File: config.mk
export PLATFORM = sky130hd
export DESIGN_NAME = hazard_scoreboard
export DESIGN_NICKNAME = d
export VERILOG_FILES = /design/src/rtl/hazard_scoreboard.sv
export SDC_FILE = /design/constraint.sdc
export NUM_CORES = 1
export LEC_CHECK = 0
export CAP_MARGIN = 20
export CELL_PAD_IN_SITES_DETAIL_PLACEMENT = 0
export CELL_PAD_IN_SITES_GLOBAL_PLACEMENT = 2
export CORE_MARGIN = 2
export CORE_UTILIZATION = 26
export DETAILED_ROUTE_END_ITERATION = 7
export GPL_TIMING_DRIVEN = 0
export PLACE_DENSITY = 0.81
export SYNTH_ARGS = -nofsm -noshare
export SYNTH_HDL_FRONTEND = slang
export SYNTH_SLANG_ARGS = --single-unit
File: constraint.sdc
create_clock -name clk -period 4.7 [get_ports clk]
set_clock_uncertainty 0.15 [all_clocks]
set_input_delay 1.41 -clock clk [delete_from_list [all_inputs] [get_ports clk]]
set_output_delay 1.41 -clock clk [all_outputs]
set_load 0.01 [all_outputs]
File: src/rtl/hazard_scoreboard.sv
// Data-hazard unit: tracks in-flight register writers past ID and derives the
// ID stall, registered EX forward selects and combinational ID-compare selects.
module hazard_scoreboard #(
    parameter int unsigned ADDR_W   = 5,
    parameter int unsigned STAGES   = 3,
    parameter int unsigned LOAD_LAT = 1,
    parameter int unsigned PERF_W   = 32,
    localparam int unsigned SEL_W   = $clog2(STAGES)
) (
    input  logic              clk,
    input  logic              rst,
    input  logic              id_valid,
    input  logic [ADDR_W-1:0] id_rs,
    input  logic [ADDR_W-1:0] id_rt,
    input  logic              id_rs_rd,
    input  logic              id_rt_rd,
    input  logic              id_early,
    input  logic              id_wr_en,
    input  logic [ADDR_W-1:0] id_wr_addr,
    input  logic              id_is_load,
    input  logic              flush,
    output logic              stall,
    output logic [SEL_W-1:0]  fwd_a_ex,
    output logic [SEL_W-1:0]  fwd_b_ex,
    output logic [SEL_W-1:0]  cmp_a_sel,
    output logic [SEL_W-1:0]  cmp_b_sel,
    output logic [PERF_W-1:0] stall_cycles
);
    localparam int unsigned RP_W = $clog2(STAGES + 1);

    logic [STAGES-1:0] trk_valid;
    logic [STAGES-1:0] trk_wr;
    logic [ADDR_W-1:0] trk_addr [STAGES];
    logic [RP_W-1:0]   trk_rpos [STAGES];

    logic             ex_haz_a, ex_haz_b, id_haz_a, id_haz_b;
    logic [SEL_W-1:0] fsel_a, fsel_b, csel_a, csel_b;
    logic             load_id;

    // Search oldest-to-youngest so the lowest matching entry is the one kept.
    // WB is excluded: the register file writes through in that stage.
    always_comb begin
        ex_haz_a = 1'b0;
        id_haz_a = 1'b0;
        fsel_a   = '0;
        csel_a   = '0;
        ex_haz_b = 1'b0;
        id_haz_b = 1'b0;
        fsel_b   = '0;
        csel_b   = '0;
        for (int j = int'(STAGES) - 2; j >= 0; j--) begin
            if (trk_valid[j] && trk_wr[j] && (trk_addr[j] == id_rs) &&
                (id_rs != '0) && id_rs_rd) begin
                ex_haz_a = (j + 1) < int'(trk_rpos[j]);
                id_haz_a = j < int'(trk_rpos[j]);
                fsel_a   = SEL_W'(j + 1);
                csel_a   = SEL_W'(j);
            end
            if (trk_valid[j] && trk_wr[j] && (trk_addr[j] == id_rt) &&
                (id_rt != '0) && id_rt_rd) begin
                ex_haz_b = (j + 1) < int'(trk_rpos[j]);
                id_haz_b = j < int'(trk_rpos[j]);
                fsel_b   = SEL_W'(j + 1);
                csel_b   = SEL_W'(j);
            end
        end
    end

    assign stall     = id_valid & ~flush &
                       (ex_haz_a | ex_haz_b | (id_early & (id_haz_a | id_haz_b)));
    assign load_id   = id_valid & ~stall & ~flush;
    assign cmp_a_sel = csel_a;
    assign cmp_b_sel = csel_b;

    // Tracker shift, EX select registers and saturating stall counter.
    always_ff @(posedge clk) begin
        if (rst) begin
            trk_valid <= '0;
            trk_wr    <= '0;
            for (int j = 0; j < int'(STAGES); j++) begin
                trk_addr[j] <= '0;
                trk_rpos[j] <= '0;
            end
            fwd_a_ex     <= '0;
            fwd_b_ex     <= '0;
            stall_cycles <= '0;
        end else begin
            for (int j = 1; j < int'(STAGES); j++) begin
                trk_valid[j] <= trk_valid[j-1];
                trk_wr[j]    <= trk_wr[j-1];
                trk_addr[j]  <= trk_addr[j-1];
                trk_rpos[j]  <= trk_rpos[j-1];
            end
            trk_valid[0] <= load_id;
            trk_wr[0]    <= id_wr_en;
            trk_addr[0]  <= id_wr_addr;
            trk_rpos[0]  <= id_is_load ? RP_W'(1 + LOAD_LAT) : RP_W'(1);
            fwd_a_ex     <= load_id ? fsel_a : '0;
            fwd_b_ex     <= load_id ? fsel_b : '0;
            if (stall && (stall_cycles != '1)) begin
                stall_cycles <= stall_cycles + PERF_W'(1);
            end
        end
    end
endmodule

**Word-level counts from Yosys, hierarchy flattened**

Memories as Yosys holds them, arrays and structs flattened.
Cells that the tools add are included.

- Mux-type cells: 26
- $add $sub $neg: 1
- Equality and inequality tests: 5
- Bitwise gates (word level): 17
- Magnitude comparators: 4
- Reductions and logical operators: 20

Operators by type and width:

| cell | count |
|---|---|
| $add 32x1->32 const B | 1 |
| $ne 32x32->1 const B | 1 |
| $eq 5x5->1 | 4 |
| $mux 2 | 8 |
| $logic_and 1x1->1 | 15 |
| $mux 1 | 15 |
| $mux 5 | 3 |
| $reduce_bool 5->1 | 2 |
| $or 1x1->1 | 9 |
| $lt 1x2->1 const A | 3 |
| $reduce_or 3->1 | 2 |
| $and 1x1->1 | 5 |
| $not 1->1 | 3 |
| $lt 2x2->1 const A | 1 |
| $reduce_or 2->1 | 1 |

- Word-level logic and storage cells: 82
- Bits in writable memories: 21
- Flip-flop bits (word level): 40
- Memories kept: 2
- Input bits: 24
- Output and inout bits: 41

Memory list:

| name | words | bits a word | rd ports | clocked after memory_dff | write ports | line | source |
|---|---|---|---|---|---|---|---|
| trk_addr | 3 | 5 | 2 | 0 | 3 | 33 | `logic [ADDR_W-1:0] trk_addr [STAGES];` |
| trk_rpos | 3 | 2 | 2 | 0 | 3 | 34 | `logic [RP_W-1:0] trk_rpos [STAGES];` |

**Depth between registers and ports, before layout**

An unclocked memory read counts as a cell.

- Word-level depth: 16
- Depth in mapped cells: 11
- Gate-level depth less buffers: 8

**Worst setup path after synthesis**

Ideal clock, no wire load.

- Kind: in2out
- Start point: input port id_rs[1]
- End point: output port stall
- Cell stages on the path: 7
- Buffers on the path: 0
- Path slack: -0.079 ns
- Data required time: 3.140 ns
- Arrival time: 3.219 ns
- Cells stage by stage: or4_1 -> o21ai_1 -> nor3_1 -> or4_4 -> a21oi_4 -> or2_2 -> and2_1

- Longest elaborated chain between the ends: 10
- Elaborated cells between the ends (all ways): 18
- Those cells by class: 2 x eq/ne; 4 x mux; 5 x bitwise; 7 x reduce/logical

Ends and longest elaborated chain:

| element | line | source |
|---|---|---|
| start, declared | 13 | `input logic [ADDR_W-1:0] id_rs,` |
| $eq 5x5->1 | 52 | `if (trk_valid[j] && trk_wr[j] && (trk_addr[j] == id_rs) &&` |
| $logic_and 1x1->1 (2 in a row) | 52 |  |
| $logic_and 1x1->1 | 53 | `(id_rs != '0) && id_rs_rd) begin` |
| $mux 1 (2 in a row) | 52 |  |
| $or 1x1->1 | 70 | `(ex_haz_a \| ex_haz_b \| (id_early & (id_haz_a \| id_haz_b)));` |
| $and 1x1->1 | 70 |  |
| $or 1x1->1 (*) | 70 |  |
| $and 1x1->1 (*) | 69 | `assign stall = id_valid & ~flush &` |
| end, declared | 22 | `output logic stall,` |

Every way passes the cells marked *; elsewhere a longest branch is shown, timed or not.

**Worst setup path after layout**

Same ends and word-level chain as after synthesis.

==> summary.md <==
| Metric | Value |
|---|---|
| Status | `complete, but fails checks` |
| Failing checks | `setup timing` |
| Clock Latency Late Sink | `0.31 ns` |
| Pleak | `1.20 nW` |
| Count of pins over their slew limit | `0` |
| Hold Buf Count CTS | `0` |
| Crit share post-route | `1.02` |
| Area of the die | `10700 um^2` |
| Max Cap Violations | `0` |
| H-Tree Depth | `2` |
| VDD IR max | `0.104 mV` |
| Area taken by multi-input logic gates | `1450 um^2` |
| Worst R2R Setup Slack | `1.45 ns` |
| Hold_sp | `trk_rpos[0][0]$_SDFF_PP0_` |
| Antenna cells | `0` |
| Total number of vias | `2420` |
| Crit path capture type | `primary output` |
| CTS Sinks | `54` |
| Clk slew on worst S/H paths | `0.10 ns` |
| # nets final | `404` |
| Initial Util | `0.267` |
| Detail Route Antenna Nets | `0` |
| Drt wl/cell | `14.3 um` |
| CTS tree | `done` |
| Starting DRT DRC Count | `89` |
| First-pass GRT wire length | `between 10000 and 15000 um` |
| Relative slew slack | `0.619` |
| Post-route minimum period | `4.81 ns` |
| Cells after synthesis | `296` |
| Final setup TNS | `-0.107 ns` |
| GRT overflow | `0` |
| Yosys reg bits | `54` |
| RR Endpoint | `stall_cycles[1]$_SDFFE_PP0P_` |
| Vias per std cell | `4.73` |
| Num CTS Buffers | `5` |
| Drc violations | `0` |
| Detail Placement HPWL | `5280 um` |
| Number of flops mapped to enable cells by yosys | `0` |
| Hold Crit Depth | `1` |
| Setup WS post-layout | `-0.107 ns` |
| Post-Syn Area per Cell | `between 8 and 9 um^2` |
| Crit path DAT | `between 3 and 4 ns` |
| Synthesized area | `2580 um^2` |
| CORE AREA | `9680 um^2` |
| Clock buffer depth | `2` |
| Met2 usage | `0.230` |
| Fillers | `999` |
| Post-layout util | `0.371` |
| Die W | `between 100 and 150 um` |
| Post-synth top area share | `0.419` |
| Sequential cell area | `roughly 1100 um^2` |
| Type of origin of the critical path | `input port` |
| Ys Warns | `0` |
| Hold slack | `~0.32 ns` |
| Synth Flop Type | `dfxtp_1` |
| Chip height | `between 100 and 150 um` |
| Worst r2r src | `stall_cycles[0]$_SDFFE_PP0P_` |
| Hold Fails Final Rpt | `0` |
| Max Fclk | `208 MHz` |
| Seq/Total Area, Yosys | `0.419` |
| Worst-margin pin slew | `0.571 ns` |
| Synth area leaders | `dfxtp_1, xnor2_1, nor2b_1` |
| FP Rows | `36` |
| R2R depth | `11` |
| Vias in the first global route | `between 2000 and 2500` |
| Clock root buffer | `clkbuf_8` |
| Total chip power | `between 0.7 and 0.8 mW` |
| Pwr Density | `223 nW/um^2` |
| Met1 GRT Util | `0.175` |
| Synth-to-layout area growth | `39.2%` |
| Final Setup Violations | `1` |
| GRT Overall Usage | `0.138` |
| Fraction of layout cells with a size suffix above 1 | `0.148` |
| Drt first pass iters | `4` |
| Post-synth top area cell | `dfxtp_1` |
| Setup Slack @ Placement | `-1.19 ns` |
| Worst Path Required | `between 3 and 4 ns` |
| Hold WC Path Type | `register to register` |
| Final WL | `7340 um` |
| Netlist cell types | `41` |
| GRT busiest layer | `met2` |
| Worst-path maximum fanout | `2` |
| RSZ-0062 raised after global routing | `true` |
| Critical path class | `input port to primary output` |
| Number of top-level pins | `65` |
| WHS Endpoint | `trk_rpos[0][2]$_SDFF_PP0_` |
| # port buffers | `61` |
| Met3 Usage GRT | `0.0365` |
| Routability cong. | `0.826` |
| Async SR Flop Fraction | `0` |
| Initial antenna violation count | `0` |
| Largest net degree at the start of global routing | `17` |
[worst max-delay path by stage]
stage	to	slack, ns	from
2_1_floorplan	stall	0.001	id_rs[1]
3_3_place_gp	stall	-1.19	id_rs[2]
3_5_place_dp	stall	-1.19	id_rs[2]
4_1_cts	stall	-0.21	id_rt[3]
5_1_grt	stall	-0.16	id_rs[1]
6_report	stall	-0.11	id_rs[1]
[worst max-delay path, cell delays in order]
cell	delay, ns
buf_8	0.09
or4_4	0.54
o21ai_4	0.18
nor3_2	0.07
or4_4	0.45
a21oi_4	0.17
or2_4	0.13
and2_4	0.12
buf_6	0.09
[layout make-up]
cell class | instances | share of cell area
flip-flops and latches | 54 | 0.301
clock inverters | 2 | 0.00418
repair buffers | 75 | 0.197
plain buffers | 13 | 0.0181
clock buffers | 5 | 0.0192
multi-input cells | 220 | 0.404
inverters | 10 | 0.0104
well taps | 133 | 0.0463
[report_power, final]
part           switching (mW)  internal (mW)  total, mW
Sequential            0.00529          0.464      0.470
Clock                   0.161          0.102      0.263
Combinational          0.0301         0.0366     0.0668
[layout by cell type, fill, tap and decap left out, drive strengths merged, types with 3 or more instances in the layout]
cell type       n
a21oi          26
and3           10
and4            4
buf            29
clkbuf         14
clkdlybuf4s50  47
dfxtp          54
inv            10
mux2            5
nand2          11
nand3          14
nand4          12
nor2           20
nor2b          21
nor3            5
o21ai          21
o31ai           4
or3            17
or4             8
xnor2          20
xor2            3
[cells in the mapped netlist (9+ instances only)]
cell type  instances
o21ai_0           18
and3_1            10
inv_1             10
dfxtp_1           54
or3_1             17
nor2_1            20
nand2_1           11
nor2b_1           21
nand4_1           12
nand3_1           14
clkbuf_1           9
xnor2_1           20
a21oi_1           25
[sequential cells by signal, indices dropped and copies added (netlist names)]
name,flops
trk_wr,2
trk_valid,2
trk_rpos,4
fwd_a_ex,2
fwd_b_ex,2
trk_addr,10
stall_cycles,32
[repair_timing]
action                                  CTS  global route
resized for setup                        61             7
pin swaps                                10             9
endpoints found under the setup margin    3             3
buffers inserted                         11             3
[cell families (layout without fill, tap and decap cells)]
| family | Yosys count | in the layout | synth area share |
|---|---|---|---|
| AO/OA/AOI/OAI | 57 | 57 | 0.136 |
| XOR/XNOR | 23 | 23 | 0.0780 |
| adder cells (fa/ha/maj) | 1 | 1 | 0.00485 |
| buffers and inverters | 23 | 105 | 0.0397 |
| flip-flops | 54 | 54 | 0.419 |
| multiplexers | 6 | 6 | 0.0257 |
| other | 1 | 2 | 0.00145 |
| AND/OR/NAND/NOR | 131 | 131 | 0.295 |
[per-stage QoR]
step           area (um^2)  instances
3_3_place_gp          3370        491
2_1_floorplan         2590        297
4_1_cts               3560        509
3_5_place_dp          3370        491
6_report              3590        512
5_1_grt               3590        512
[layer usage]
metal | routed length (um) | vias to the layer above
met4 | 60 | 0
met3 | 394 | 4
met2 | 3370 | 56
met5 | 0 | -
met1 | 3510 | 1147
li1 | - | 1213
Note: power is estimated with default switching activity, not from simulation.
